## src/rtl/sp_pkg.sv

```systemverilog
// Shared definitions for the parallel/serial converter pair: state encoding,
// default frame width and the bit-counter width helper.
package sp_pkg;

  typedef enum logic {
    ST_IDLE  = 1'b0,
    ST_SHIFT = 1'b1
  } sp_state_e;

  localparam int C_SP_BITS = 255;

  // Width of a down-counter that must hold n-1; never narrower than one bit.
  function automatic int f_cnt_w(input int n);
    return (n > 2) ? $clog2(n) : 1;
  endfunction

endpackage

```

## src/rtl/p_s_bit_counter.sv

```systemverilog
// Loadable down-counter with a zero flag; tracks remaining bits of a frame.
module p_s_bit_counter
  import sp_pkg::*;
#(
  parameter int C_CNT_W = 8
) (
  input  logic               i_ck,
  input  logic               i_rst,
  input  logic               i_load,
  input  logic [C_CNT_W-1:0] i_load_val,
  input  logic               i_dec,
  output logic [C_CNT_W-1:0] o_cnt,
  output logic               o_zero
);

  logic [C_CNT_W-1:0] r_cnt;

  always_ff @(posedge i_ck) begin
    if (!i_rst) begin
      r_cnt <= '0;
    end else if (i_load) begin
      r_cnt <= i_load_val;
    end else if (i_dec) begin
      r_cnt <= r_cnt - C_CNT_W'(1);
    end
  end

  assign o_cnt  = r_cnt;
  assign o_zero = (r_cnt == '0);

endmodule

```

## src/rtl/p_s_converter.sv

```systemverilog
// Parallel-to-serial converter, MSB first, with FRAME/LAST strobes.
// Define P_S_BACK_TO_BACK_EN to allow a reload on the final bit (gapless frames).
//
// state   | meaning
// IDLE    | waiting for a word, LOAD_READY high, Q low
// SHIFT   | emitting a frame, one bit per clock
module p_s_converter
  import sp_pkg::*;
#(
  parameter int C_BITS_IN = C_SP_BITS
) (
  input  logic                 i_ck,
  input  logic                 i_rst,
  input  logic [C_BITS_IN-1:0] i_pd,
  input  logic                 i_load_valid,
  output logic                 o_load_ready,
  output logic                 o_q,
  output logic                 o_frame,
  output logic                 o_last,
  output logic                 o_busy
);

  localparam int C_CNT_W = f_cnt_w(C_BITS_IN);

  sp_state_e            r_state;
  sp_state_e            w_state_nxt;
  logic [C_BITS_IN-1:0] r_sr;
  logic                 r_frame;
  logic                 r_last;
  logic                 r_busy;
  logic                 w_ready;
  logic                 w_hs;
  logic                 w_dec;
  logic [C_CNT_W-1:0]   w_cnt;
  logic                 w_zero;

  p_s_bit_counter #(
    .C_CNT_W (C_CNT_W)
  ) u_bit_counter (
    .i_ck       (i_ck),
    .i_rst      (i_rst),
    .i_load     (w_hs),
    .i_load_val (C_CNT_W'(C_BITS_IN - 1)),
    .i_dec      (w_dec),
    .o_cnt      (w_cnt),
    .o_zero     (w_zero)
  );

  always_comb begin
    w_ready = 1'b0;
    if (i_rst) begin
`ifdef P_S_BACK_TO_BACK_EN
      w_ready = (r_state == ST_IDLE) || w_zero;
`else
      w_ready = (r_state == ST_IDLE);
`endif
    end
  end

  assign w_hs  = i_load_valid & w_ready;
  assign w_dec = (r_state == ST_SHIFT) && !w_zero && !w_hs;

  always_comb begin
    w_state_nxt = r_state;
    case (r_state)
      ST_IDLE:  if (w_hs) w_state_nxt = ST_SHIFT;
      ST_SHIFT: if (w_zero && !w_hs) w_state_nxt = ST_IDLE;
      default:  w_state_nxt = ST_IDLE;
    endcase
  end

  // Zero-fill means the register is all zeros once a frame drains, so Q idles low.
  always_ff @(posedge i_ck) begin
    if (!i_rst) begin
      r_state <= ST_IDLE;
      r_sr    <= '0;
      r_frame <= 1'b0;
      r_last  <= 1'b0;
      r_busy  <= 1'b0;
    end else begin
      r_state <= w_state_nxt;
      if (w_hs) begin
        r_sr    <= i_pd;
        r_frame <= 1'b1;
        r_last  <= 1'b0;
        r_busy  <= 1'b1;
      end else if (r_state == ST_SHIFT) begin
        r_sr    <= {r_sr[C_BITS_IN-2:0], 1'b0};
        r_frame <= 1'b0;
        r_last  <= (w_cnt == C_CNT_W'(1));
        r_busy  <= !w_zero;
      end
    end
  end

  assign o_load_ready = w_ready;
  assign o_q          = r_sr[C_BITS_IN-1];
  assign o_frame      = r_frame;
  assign o_last       = r_last;
  assign o_busy       = r_busy;

endmodule

```

## config.mk

```make
export PLATFORM = sky130hd
export DESIGN_NAME = p_s_converter
export DESIGN_NICKNAME = d
export VERILOG_FILES = /design/src/rtl/sp_pkg.sv /design/src/rtl/p_s_bit_counter.sv /design/src/rtl/p_s_converter.sv
export SDC_FILE = /design/constraint.sdc
export NUM_CORES = 1
export LEC_CHECK = 0
export BUFFER_PORTS_ARGS = -buffer_cell sky130_fd_sc_hd__buf_4
export CORE_MARGIN = 1
export CORE_UTILIZATION = 55
export CTS_CLUSTER_SIZE = 20
export DETAILED_ROUTE_END_ITERATION = 8
export GPL_ROUTABILITY_DRIVEN = 0
export PLACE_DENSITY = 0.77
export SYNTH_ARGS = -nofsm -noshare
export SYNTH_HDL_FRONTEND = slang
export SYNTH_HIERARCHICAL = 1
export SYNTH_SLANG_ARGS = --single-unit
```

## constraint.sdc

```tcl
create_clock -name i_ck -period 2.38 [get_ports i_ck]
set_input_delay 0.238 -clock i_ck [delete_from_list [all_inputs] [get_ports i_ck]]
set_output_delay 0.238 -clock i_ck [all_outputs]
set_load 0.005 [all_outputs]
```

==> flow_summary.ini <==
[outcome]
status = complete, no violations

[timing]
fin_crit_sh_pct = 93.55
fin_tns_setup_ps = 0
min_period_ps = 2227
final.setup_skew_ps = 13.64
report.final.setup_viol = 0
tightest_slew_ps = 685.1
slew_headroom_pct = 54.33
report.final.slew_viol_count = 0
timing.fmax_mhz = 449.1
finalHoldViolCount = 0
setup_ws_ps = 153.4

[clock_network]
cts_sinks = 267
cts_tree = done
htreeDepth = 1
path_clk_slew_ps = 60
clockBufferDepth = 3
clock_latency_ps = 540
cts_made_buffers = 30
root_buffer = clkbuf_16

[routing]
dr.first_iter.drc_count = 695
postRouteAntennaNets = 0
via_per_inst = 5.417
vias = 9572
postRouteWirelength_um = 28380
drc = 0
dr.pass1.iters = 4
wl_per_cell_um = 16.06

[global_routing]
overflow = 0
grt_pass1_wl_um = 46220
grt_pass1_vias = 9316
antenna_found_initial = 0
grt_start_max_net_pins = 171
grt_usage_pct = 21.05

[place]
portBuffers = 262
pre_cts_ws_ps = -22.01
dp_hpwl_um = 18060

[yosys]
synthFlopType = dfxtp_1
yosysUniqueCellTypes = 46
synth-edff-count = 0
synth_area_sq_mm = 0.01408
synth-simple-area-share_pct = 13.31
synth-xor-area-share_pct = 0.1866
ys_seq_elements = 267
synth_fa_ha_area_share_pct = 0.1777
yosys.area.top_type_share_pct = 37.97
synth_area_leaders = dfxtp_1 38%, o211a_1 18%, mux2_4 16%, nand2b_1 8.6%, mux2_1 4.6%
syn_area_per_cell_sq_um = 11.62
postSynth.asyncResetShare_pct = 0
syn_inst = 1212
ys_warn_count = 6
yosysMostFrequentCell = dfxtp_1
ys_seq_area_share_pct = 37.97
muxShareOfSynthArea_pct = 24.33
synth_top_area_cell = dfxtp_1
synth_top_family_by_area = multiplexers
yosys-top-cells-count = 267 x dfxtp_1, 255 x o211a_1, 194 x nand2b_1
synth-compound-area-share_pct = 18.95

[min_path]
hold_class = in -> reg

[critical_path]
cp.buffers_inverters = 1
worst-path-max-fanout = 9
cp-end-kind = flop
cp-start-kind = flop
critPathTopFamily = simple AND/OR/NAND/NOR gates
cp.required_ps = 2850
arrival_ps = 2690
crit_type = reg -> reg
slowest_delay_ps = 570
cpMaxStageDelayCell = or4_2
crit_chain = inv_1 -> ha_1 -> nor4b_2 -> nor2b_2 -> nand2_1 -> or4_2 -> a31oi_1

[floorplanning]
io_pins = 263
rows = 58
start_util_pct = 56.07
core_sq_mm = 0.02511
die_area_sq_mm = 0.02624
die_y_um = 162.0
die_width_um = 162.0

[finish]
fillers = 1902
multi_input_comb_area_sq_mm = 0.008058
fin_nets = 1676
final-seq-area_sq_mm = 0.005349
layout-drive-gt1-share_pct = 36.95
area_growth_pct = 21.67
num_antenna_cells = 0

[power_and_ir_drop]
peakVddDrop_v = 0.0006197
power_density_mw_per_mm2 = 736.8
cellLeakagePower_nw = 9.555

[job]
maxCapViolations = 0
[cell type report]
cell class | instances | area share, %
clock inverter | 5 | 0.4383
multi-input combinational | 828 | 47.04
tap | 330 | 2.411
inverter | 5 | 0.1096
clock buffer | 48 | 5.427
timing repair buffer | 284 | 13.35
sequential | 267 | 31.23
[flip-flops by register name, summed over array words and instances (netlist names)]
signal,flops
o_frame,1
o_last,1
u_bit_counter/o_cnt,8
r_state,1
r_sr,255
o_busy,1
[stage by stage]
step	cells	util (%)	hold slack [ps]	area [sq um]	power [mW]
floorplan	1218	-	384.8	14100	7.414
global placement	1712	64.11	458.4	16100	7.970
detailed placement	1712	64.11	471.0	16100	8.060
CTS	1766	68.16	10.28	17120	12.75
global route	1767	68.22	23.03	17130	13.24
finish	1767	68.22	33.23	17130	12.62
[cell families after synthesis]
| kind of cell | count (synthesis) |
|---|---|
| adders and majority gates | 2 |
| other | 2 |
| DFF | 267 |
| muxes | 255 |
| and+or+nand+nor | 287 |
| buffers and inverters | 123 |
| xor gates and xnor gates | 3 |
| AOI/OAI and AO/OA | 273 |
[routing by layer]
| metal | vias to the layer above | track usage, % | share of wire [%] |
|---|---|---|---|
| met4 | 0 | 5.189 | 2.1 |
| li1 | 4788 | - | - |
| met3 | 41 | 4.903 | 5.7 |
| met5 | - | 0 | 0 |
| met2 | 186 | 34.82 | 47 |
| met1 | 4557 | 27.59 | 45 |
[repair_timing]
item	CTS	global route
buffers inserted	0	1
hold endpoints to repair	1	0
hold buffers	1	0
endpoints found under the setup margin	1	3
resized for setup	1	1
[worst min-delay path: stages]
cell and delay (ps):
buf_4 70, mux2_1 120, o211a_1 120
[power by group]
part | internal, mW | switching, mW | leakage, nW
Combinational | 1.64 | 1.04 | 6.84
Clock | 2.86 | 1.77 | 0.496
Sequential | 5.05 | 0.272 | 2.22
[cells in the final DEF (no fill, tap or decap), types with 10 or more instances in the layout]
master and n:
nand2b_1 194, clkbuf_16 31, buf_12 11, or2b_1 62, mux2_2 49, mux2_1 57
clkbuf_8 10, mux2_4 148, buf_4 270, o211a_1 255, dfxtp_1 266
[worst paths after layout]
| kind | from | endpoint | slack [ps] | cells past startpoint |
|---|---|---|---|---|
| worst min register to register | o_busy | o_busy | 480 | 1 |
| worst min-delay path | i_pd[160] | r_sr[160] | 30 | 3 |
| worst max register to register | u_bit_counter/o_cnt[0] | u_bit_counter/o_cnt[4] | 150 | 7 |
| worst max-delay path | u_bit_counter/o_cnt[0] | u_bit_counter/o_cnt[4] | 150 | 7 |
Power figures use the tool's default switching activity.
